**config.mk**
```make
export PLATFORM = sky130hd
export DESIGN_NAME = ccff_chain_mem
export DESIGN_NICKNAME = d
export VERILOG_FILES = /design/src/rtl/ccff_pkg.sv /design/src/rtl/ccff_chain_stage.sv /design/src/rtl/ccff_chain_mem.sv
export SDC_FILE = /design/constraint.sdc
export NUM_CORES = 1
export LEC_CHECK = 0
export ABC_AREA = 1
export CAP_MARGIN = 15
export CORE_MARGIN = 4
export CORE_UTILIZATION = 53
export DETAILED_ROUTE_END_ITERATION = 16
export GPL_ROUTABILITY_DRIVEN = 1
export PLACE_DENSITY = 0.84
export SLEW_MARGIN = 10
export SYNTH_ARGS = -nofsm -noshare
export SYNTH_HDL_FRONTEND = slang
export SYNTH_HIERARCHICAL = 1
export SYNTH_SLANG_ARGS = --single-unit
```
**constraint.sdc**
```tcl
create_clock -name prog_clk -period 1.95 [get_ports prog_clk]
set_input_delay 0.2925 -clock prog_clk [delete_from_list [all_inputs] [get_ports prog_clk]]
set_output_delay 0.2925 -clock prog_clk [all_outputs]
set_load 0.01 [all_outputs]
```
**src/rtl/ccff_pkg.sv**
```systemverilog
// Shared definitions for the configuration-chain memory: status encodings
// and the counter-width helper used by the top-level parameter list.
package ccff_pkg;

    typedef enum logic [1:0] {
        CCFF_EMPTY   = 2'd0,
        CCFF_LOADING = 2'd1,
        CCFF_FULL    = 2'd2,
        CCFF_OVERRUN = 2'd3
    } ccff_state_e;

    // Counter must hold 0..MEM_SIZE+1 so that overrun is distinguishable from full.
    function automatic int ccff_cnt_w(input int mem_size);
        return $clog2(mem_size + 2);
    endfunction

endpackage

```
**src/rtl/ccff_chain_stage.sv**
```systemverilog
// One bit of the configuration scan chain. The stage loads either its serial
// neighbour or the loop-back input (used only by stage 0 for circular readback).
module ccff_chain_stage (
    input  logic prog_clk,
    input  logic prog_reset_n,
    input  logic shift_en,
    input  logic serial_in,
    input  logic loop_in,
    input  logic readback,
    output logic q
);

    logic q_d;
    logic q_q;

    // Next-state select: hold, take serial neighbour, or take loop-back bit.
    always_comb begin
        q_d = q_q;
        if (shift_en) begin
            if (readback) begin
                q_d = loop_in;
            end else begin
                q_d = serial_in;
            end
        end else begin
            q_d = q_q;
        end
    end

    // Stage flop, cleared asynchronously.
    always_ff @(posedge prog_clk or negedge prog_reset_n) begin
        if (!prog_reset_n) begin
            q_q <= 1'b0;
        end else begin
            q_q <= q_d;
        end
    end

    assign q = q_q;

endmodule

```
**src/rtl/ccff_chain_mem.sv**
```systemverilog
// Parametrised configuration-chain memory: MEM_SIZE-bit scan chain with an
// optional shadow register, load-progress counter, status decode, circular
// readback and a sticky length check evaluated at commit time.
module ccff_chain_mem
    import ccff_pkg::*;
#(
    parameter int MEM_SIZE = 16,
    parameter int SHADOW   = 1,
    parameter int CNT_W    = ccff_cnt_w(MEM_SIZE)
) (
    input  logic                prog_clk,
    input  logic                prog_reset_n,
    input  logic                ccff_head,
    input  logic                ccff_shift_en,
    input  logic                ccff_readback,
    input  logic                ccff_commit,
    output logic                ccff_tail,
    output logic [MEM_SIZE-1:0] mem_out,
    output logic [MEM_SIZE-1:0] mem_outb,
    output logic [CNT_W-1:0]    bit_cnt,
    output logic [1:0]          chain_state,
    output logic                commit_done,
    output logic                len_err
);

    localparam logic [CNT_W-1:0] CNT_ZERO = {CNT_W{1'b0}};
    localparam logic [CNT_W-1:0] CNT_ONE  = CNT_W'(1);
    localparam logic [CNT_W-1:0] CNT_FULL = CNT_W'(MEM_SIZE);
    localparam logic [CNT_W-1:0] CNT_SAT  = CNT_W'(MEM_SIZE + 1);

    logic [MEM_SIZE-1:0] sr_s;
    logic [CNT_W-1:0]    bit_cnt_d;
    logic [CNT_W-1:0]    bit_cnt_q;
    ccff_state_e         state_d;
    ccff_state_e         state_q;
    logic                commit_done_d;
    logic                commit_done_q;
    logic                len_err_d;
    logic                len_err_q;

    // Shift stages; stage 0 carries the head/readback mux, the rest chain directly.
    for (genvar i = 0; i < MEM_SIZE; i++) begin : g_stage
        if (i == 0) begin : g_first
            ccff_chain_stage u_stage (
                .prog_clk     (prog_clk),
                .prog_reset_n (prog_reset_n),
                .shift_en     (ccff_shift_en),
                .serial_in    (ccff_head),
                .loop_in      (sr_s[MEM_SIZE-1]),
                .readback     (ccff_readback),
                .q            (sr_s[0])
            );
        end else begin : g_rest
            ccff_chain_stage u_stage (
                .prog_clk     (prog_clk),
                .prog_reset_n (prog_reset_n),
                .shift_en     (ccff_shift_en),
                .serial_in    (sr_s[i-1]),
                .loop_in      (sr_s[i-1]),
                .readback     (1'b0),
                .q            (sr_s[i])
            );
        end
    end

    // Progress counter: a commit restarts it (a same-cycle shift counts toward
    // the next load); otherwise shifts increment it up to the overrun value.
    always_comb begin
        bit_cnt_d = bit_cnt_q;
        if (ccff_commit) begin
            bit_cnt_d = ccff_shift_en ? CNT_ONE : CNT_ZERO;
        end else if (ccff_shift_en && (bit_cnt_q != CNT_SAT)) begin
            bit_cnt_d = bit_cnt_q + CNT_ONE;
        end else begin
            bit_cnt_d = bit_cnt_q;
        end
    end

    // Status decode of the next count so the registered state tracks bit_cnt.
    always_comb begin
        state_d = CCFF_EMPTY;
        if (bit_cnt_d == CNT_ZERO) begin
            state_d = CCFF_EMPTY;
        end else if (bit_cnt_d < CNT_FULL) begin
            state_d = CCFF_LOADING;
        end else if (bit_cnt_d == CNT_FULL) begin
            state_d = CCFF_FULL;
        end else begin
            state_d = CCFF_OVERRUN;
        end
    end

    // Commit pulse and sticky length error, judged on the pre-edge count.
    always_comb begin
        commit_done_d = ccff_commit;
        len_err_d     = len_err_q | (ccff_commit & (bit_cnt_q != CNT_FULL));
    end

    // Status registers.
    always_ff @(posedge prog_clk or negedge prog_reset_n) begin
        if (!prog_reset_n) begin
            bit_cnt_q     <= CNT_ZERO;
            state_q       <= CCFF_EMPTY;
            commit_done_q <= 1'b0;
            len_err_q     <= 1'b0;
        end else begin
            bit_cnt_q     <= bit_cnt_d;
            state_q       <= state_d;
            commit_done_q <= commit_done_d;
            len_err_q     <= len_err_d;
        end
    end

    if (SHADOW != 0) begin : g_shadow
        logic [MEM_SIZE-1:0] shadow_d;
        logic [MEM_SIZE-1:0] shadow_q;

        // Shadow captures the pre-shift chain contents on commit.
        always_comb begin
            if (ccff_commit) begin
                shadow_d = sr_s;
            end else begin
                shadow_d = shadow_q;
            end
        end

        // Shadow (active configuration) register.
        always_ff @(posedge prog_clk or negedge prog_reset_n) begin
            if (!prog_reset_n) begin
                shadow_q <= {MEM_SIZE{1'b0}};
            end else begin
                shadow_q <= shadow_d;
            end
        end

        assign mem_out = shadow_q;
    end else begin : g_transparent
        assign mem_out = sr_s;
    end

    assign mem_outb    = ~mem_out;
    assign ccff_tail   = sr_s[MEM_SIZE-1];
    assign bit_cnt     = bit_cnt_q;
    assign chain_state = state_q;
    assign commit_done = commit_done_q;
    assign len_err     = len_err_q;

endmodule

```
; ---- Yosys cells after proc, flatten, opt, wreduce, memory -nomap -nowiden
; Index checks and enable logic that the tools add are counted.
[op_classes]
n_addsub = 1
magnitude_cmp = 1
eq_ne = 3
muxes = 7
bitwise = 3
n_reduce_logical = 2
[ops]
columns = cell, n
row1 = $not 16->16, 1
row2 = $mux 5, 2
row3 = $ne 5x5->1 const B, 2
row4 = $add 5x1->5 const B, 1
row5 = $eq 5x5->1 const B, 1
row6 = $logic_not 5->1, 1
row7 = $lt 5x5->1 const B, 1
row8 = $mux 2, 2
row9 = $mux 1, 3
row10 = $and 1x1->1, 1
row11 = $logic_and 1x1->1, 1
row12 = $or 1x1->1, 1
[totals]
register_bits = 41
in_bits = 6
out_inout_bits = 42

; ---- Longest topological paths before layout
[logic_depth]
depth_word = 8
mapped_depth = 10
mapped_depth_nobuf = 10

; ---- Hierarchy
; The synthesis kept the hierarchy.
[by_module_without_submodules]
columns = mod, instances, cells_each, area_per_inst_um2
row1 = ccff_chain_mem, 1, 129, 1102.3
row2 = ccff_chain_stage, 16, 10, 60.1

; ---- Worst setup path before layout
; No wires, ideal clock.
[synth_path]
path_type = flip-flop to flip-flop
from = register bit_cnt_q[1] (netlist: bit_cnt[1])
to = register state_q[0] (netlist: chain_state[0])
setup_ps = 121
t_arrival_ps = 1200
t_required_ps = 1829
path_slack_ps = 629
stages_incl_launch_ff = 11
path_cell_list = dfrtp_1 > inv_1 > ha_1 > nand2_1 > inv_1 > nand2_2 > nand2_1 > nand2_1 > nand2_1 > o21bai_1 > nand2_1
[synth_between]
elab_chain_cells = 8
[synth_lines]
columns = item, line
row1 = "start, declared", ccff_chain_mem.sv:33  ; logic [CNT_W-1:0] bit_cnt_q;
row2 = "start signal, assigned", ccff_chain_mem.sv:107  ; bit_cnt_q <= bit_cnt_d;
row3 = branches (longest 2 deep; another with $add 5x1->5), --
row4 = $mux 5 (*), ccff_chain_mem.sv:72  ; end else if (ccff_shift_en && (bit_cnt_q != CNT_SAT)) begin
row5 = $mux 5 (*), ccff_chain_mem.sv:70  ; if (ccff_commit) begin
row6 = branches (longest 3 deep; another with $lt 5x5->1), --
row7 = $mux 2 (*), ccff_chain_mem.sv:82  ; if (bit_cnt_d == CNT_ZERO) begin
row8 = named net state_d[0], ccff_chain_mem.sv:34  ; ccff_state_e state_d;
row9 = "end signal, assigned", ccff_chain_mem.sv:108  ; state_q <= state_d;
row10 = "end, declared", ccff_chain_mem.sv:35  ; ccff_state_e state_q;
; Mark *: on every way through the listed nets, which the timed path passes.
; A chain may end at the register's enable or synchronous reset.

; ---- Worst setup path in the final report
[layout_path]
from = register bit_cnt_q[2] (netlist: bit_cnt[2])
to = output bit_cnt[2]
[layout_lines]
columns = item, line
row1 = "end, declared", ccff_chain_mem.sv:20  ; output logic [CNT_W-1:0] bit_cnt,
; No word-level cell between the ends.

==> metrics.yaml <==
multi_input_area_um2: 792
wl_per_cell_um: 10.3
post-cts-setup-buffers: 0
hp-class: "register to register"
dieArea_mm2: 0.00495
fmax_mhz: 604
dp_cells: 414
grt_pass1_wl_mm: 7.53
place_area_mm2: 0.00272
diodes: 0
powerDensity_mw_per_mm2: 851
antenna_found_initial: 0
synth-edff-count: 0
hpwlAfterDp_mm: 3.20
io_pins: 48
p_leak_nw: 1.58
drt_iter0_drc: 76
synth.area.top_cells: "dfrtp_1 50%, nand2_1 17%, inv_1 16%, nand3_1 5.1%, o21ai_0 3.9%"
async_flop_share_pct: 100
synthesis.area_mm2: 0.00206
hold_depth: 1
met2_usage_pct: 32.8
yosysMostFrequentCell: "nand2_1"
synth.distinct_cells: 19
whs_endpoint: "len_err"
ir_drop_mv: 0.560
synth.top_cell.area_share_pct: 49.7
total_power_mw: 2.43
grt_pass1_vias: 1816
grt_most_used_layer: "met2"
seq_area_mm2: 0.00103
grt_max_degree: 26
rows: 22
die_x_um: 70.4
critPathArrivalTime_ns: 1.36
crit_required_ns: 1.66
num-nets-final: 383
reg2regPathDepth: 10
end_kind: "primary output"
seqPwrFrac_pct: 43.0
cp_slowest_cell: "clkdlybuf4s50_1"
cts_root_buffer: "clkbuf_8"
critPathLaunchType: "register"
syn_avg_cell_area_um2: 7.14
clkSinkCount: 41
htree_levels: 2
maxCapViolations: 0
tns_ns: 0
p_int_mw: 1.76
yosysWarningCount: 6
io_buffers: 47
gp_congestion: 0.847
slew_headroom_pct: 66.5
start_util_pct: 55.5
period_needed_ns: 1.65
final_area_mm2: 0.00286
yosysTopAreaCell: "dfrtp_1"
clk_latency_ns: 0.30
slew_violations: 0
firstDrtPassIters: 4
rsz0062_at_grt: "no"
die_y_um: 70.4
cts_tree: "built"
track_usage_pct: 19.1
cts_buffers: 5
drive_gt1_share_pct: 4.53
critPathMaxFanout: 8
ys.flop_type: "dfrtp_1"
slowest_delay_ns: 0.59
p_sw_mw: 0.676
cp_top_family: "buffers and inverters"
reg2reg_slack_ns: 0.44
hold_start: "len_err"
r2r-start: "bit_cnt[1]"
use_met1_pct: 23.0
clk_path_buf_depth: 2
skew_ns: 0.00728
cp_cell_sequence: "clkdlybuf4s50_1"
path_clk_slew_ns: 0.08
ys_seq_area_share_pct: 49.7
grt_overflow: 0
power.share.clock_pct: 33.3
nFillCells: 281
drcViolationCount: 0
p_comb_share_pct: 23.7
design.core.area_mm2: 0.00372
via_per_inst: 4.39
min_period_over_period_pct: 84.9
reg2reg_to: "chain_state[0]"
final_hold_viol_count: 0
critical_path_buf_inv_count: 1
vias: 1856
p_sw_share_pct: 27.8
setup_viol: 0
worst_slew_pin_slew_ns: 0.503
ys_ff_latch: 41
outcome: "finished clean"
synthToLayoutAreaGrowth_pct: 38.8
synth_common_cells: "96 x nand2_1, 90 x inv_1, 41 x dfrtp_1, 21 x nand3_1, 16 x o21ai_0"
antenna_left: 0
stdcell_count: 423
wl_mm: 4.34
grtUsageMet3_pct: 6.04
synthCells: 289
path_class: "register to primary output"
cells in the final DEF, fill, tap and decap left out, drive strengths merged, types with 5 or more instances in the layout:
cell type	instances
buf	6
nand2	97
a21oi	5
conb	30
o21ai	17
dfrtp	41
inv	90
nand3	21
clkbuf	5
clkdlybuf4s50	46
worst max-delay path by stage:
stage	cells after the start	from	end	slack [ns]
6_report	1	bit_cnt[2]	bit_cnt[2]	0.30
5_1_grt	1	bit_cnt[2]	bit_cnt[2]	0.23
4_1_cts	1	bit_cnt[2]	bit_cnt[2]	0.28
3_5_place_dp	5	ccff_shift_en	g_stage[13].g_rest.u_stage/q	0.36
3_3_place_gp	7	ccff_shift_en	chain_state[0]	0.38
2_1_floorplan	10	bit_cnt[1]	chain_state[0]	0.63
repair_timing:
action                    CTS  global route
hold buffers                1             0
hold endpoints to repair   22             0
resized for setup           0             0
flip-flops by register name (all words and copies together) (netlist names):
signal	cells
mem_out	16
g_stage.g_rest.u_stage/q	15
bit_cnt	5
chain_state	2
commit_done	1
g_stage.g_first.u_stage/q	1
len_err	1
layer usage:
| layer | part of all wire, % | vias up |
|---|---|---|
| met1 | 45 | 832 |
| met2 | 48 | 49 |
| met4 | 1.2 | 0 |
| li1 | - | 970 |
| met5 | 0 | - |
| met3 | 5.7 | 5 |
per-stage QoR:
stage | hold WS (ns) | setup slack, ns | util (%)
final | 0.483 | 0.295 | 77.0
after global routing | 0.510 | 0.231 | 77.0
after CTS | 0.492 | 0.284 | 77.0
after detailed placement | 0.289 | 0.364 | 73.2
after global placement | 0.291 | 0.384 | 73.2
after floorplan | -0.00309 | 0.629 | -
kinds of logic after synthesis:
group / count (synthesis) / share of synthesized area [%]
AO/OA/AOI/OAI: 25 / 6.37
adder cells (fa/ha/maj): 3 / 1.82
buffers and inverters: 94 / 17.2
flip-flops: 41 / 49.7
other: 1 / 0.182
AND/OR/NAND/NOR: 125 / 24.7
final cells by class:
| type | instances | share of cell area (%) |
|---|---|---|
| sequential | 41 | 35.8 |
| multi-input combinational | 183 | 27.7 |
| timing repair buffer | 53 | 17.9 |
| inverter | 90 | 11.8 |
| clock buffer | 5 | 2.40 |
| clock inverter | 3 | 2.27 |
| tap | 48 | 2.10 |
power groups by stage:
stage               Clock [mW]  Sequential [mW]  Combinational (mW)
finish                   0.810             1.05               0.578
CTS                      0.821             1.05               0.583
detailed placement           0             1.06               0.577
floorplan                    0             1.08               0.240
global route             0.856             1.07               0.653
global placement             0             1.06               0.562
(Power assumes the default switching activity.)
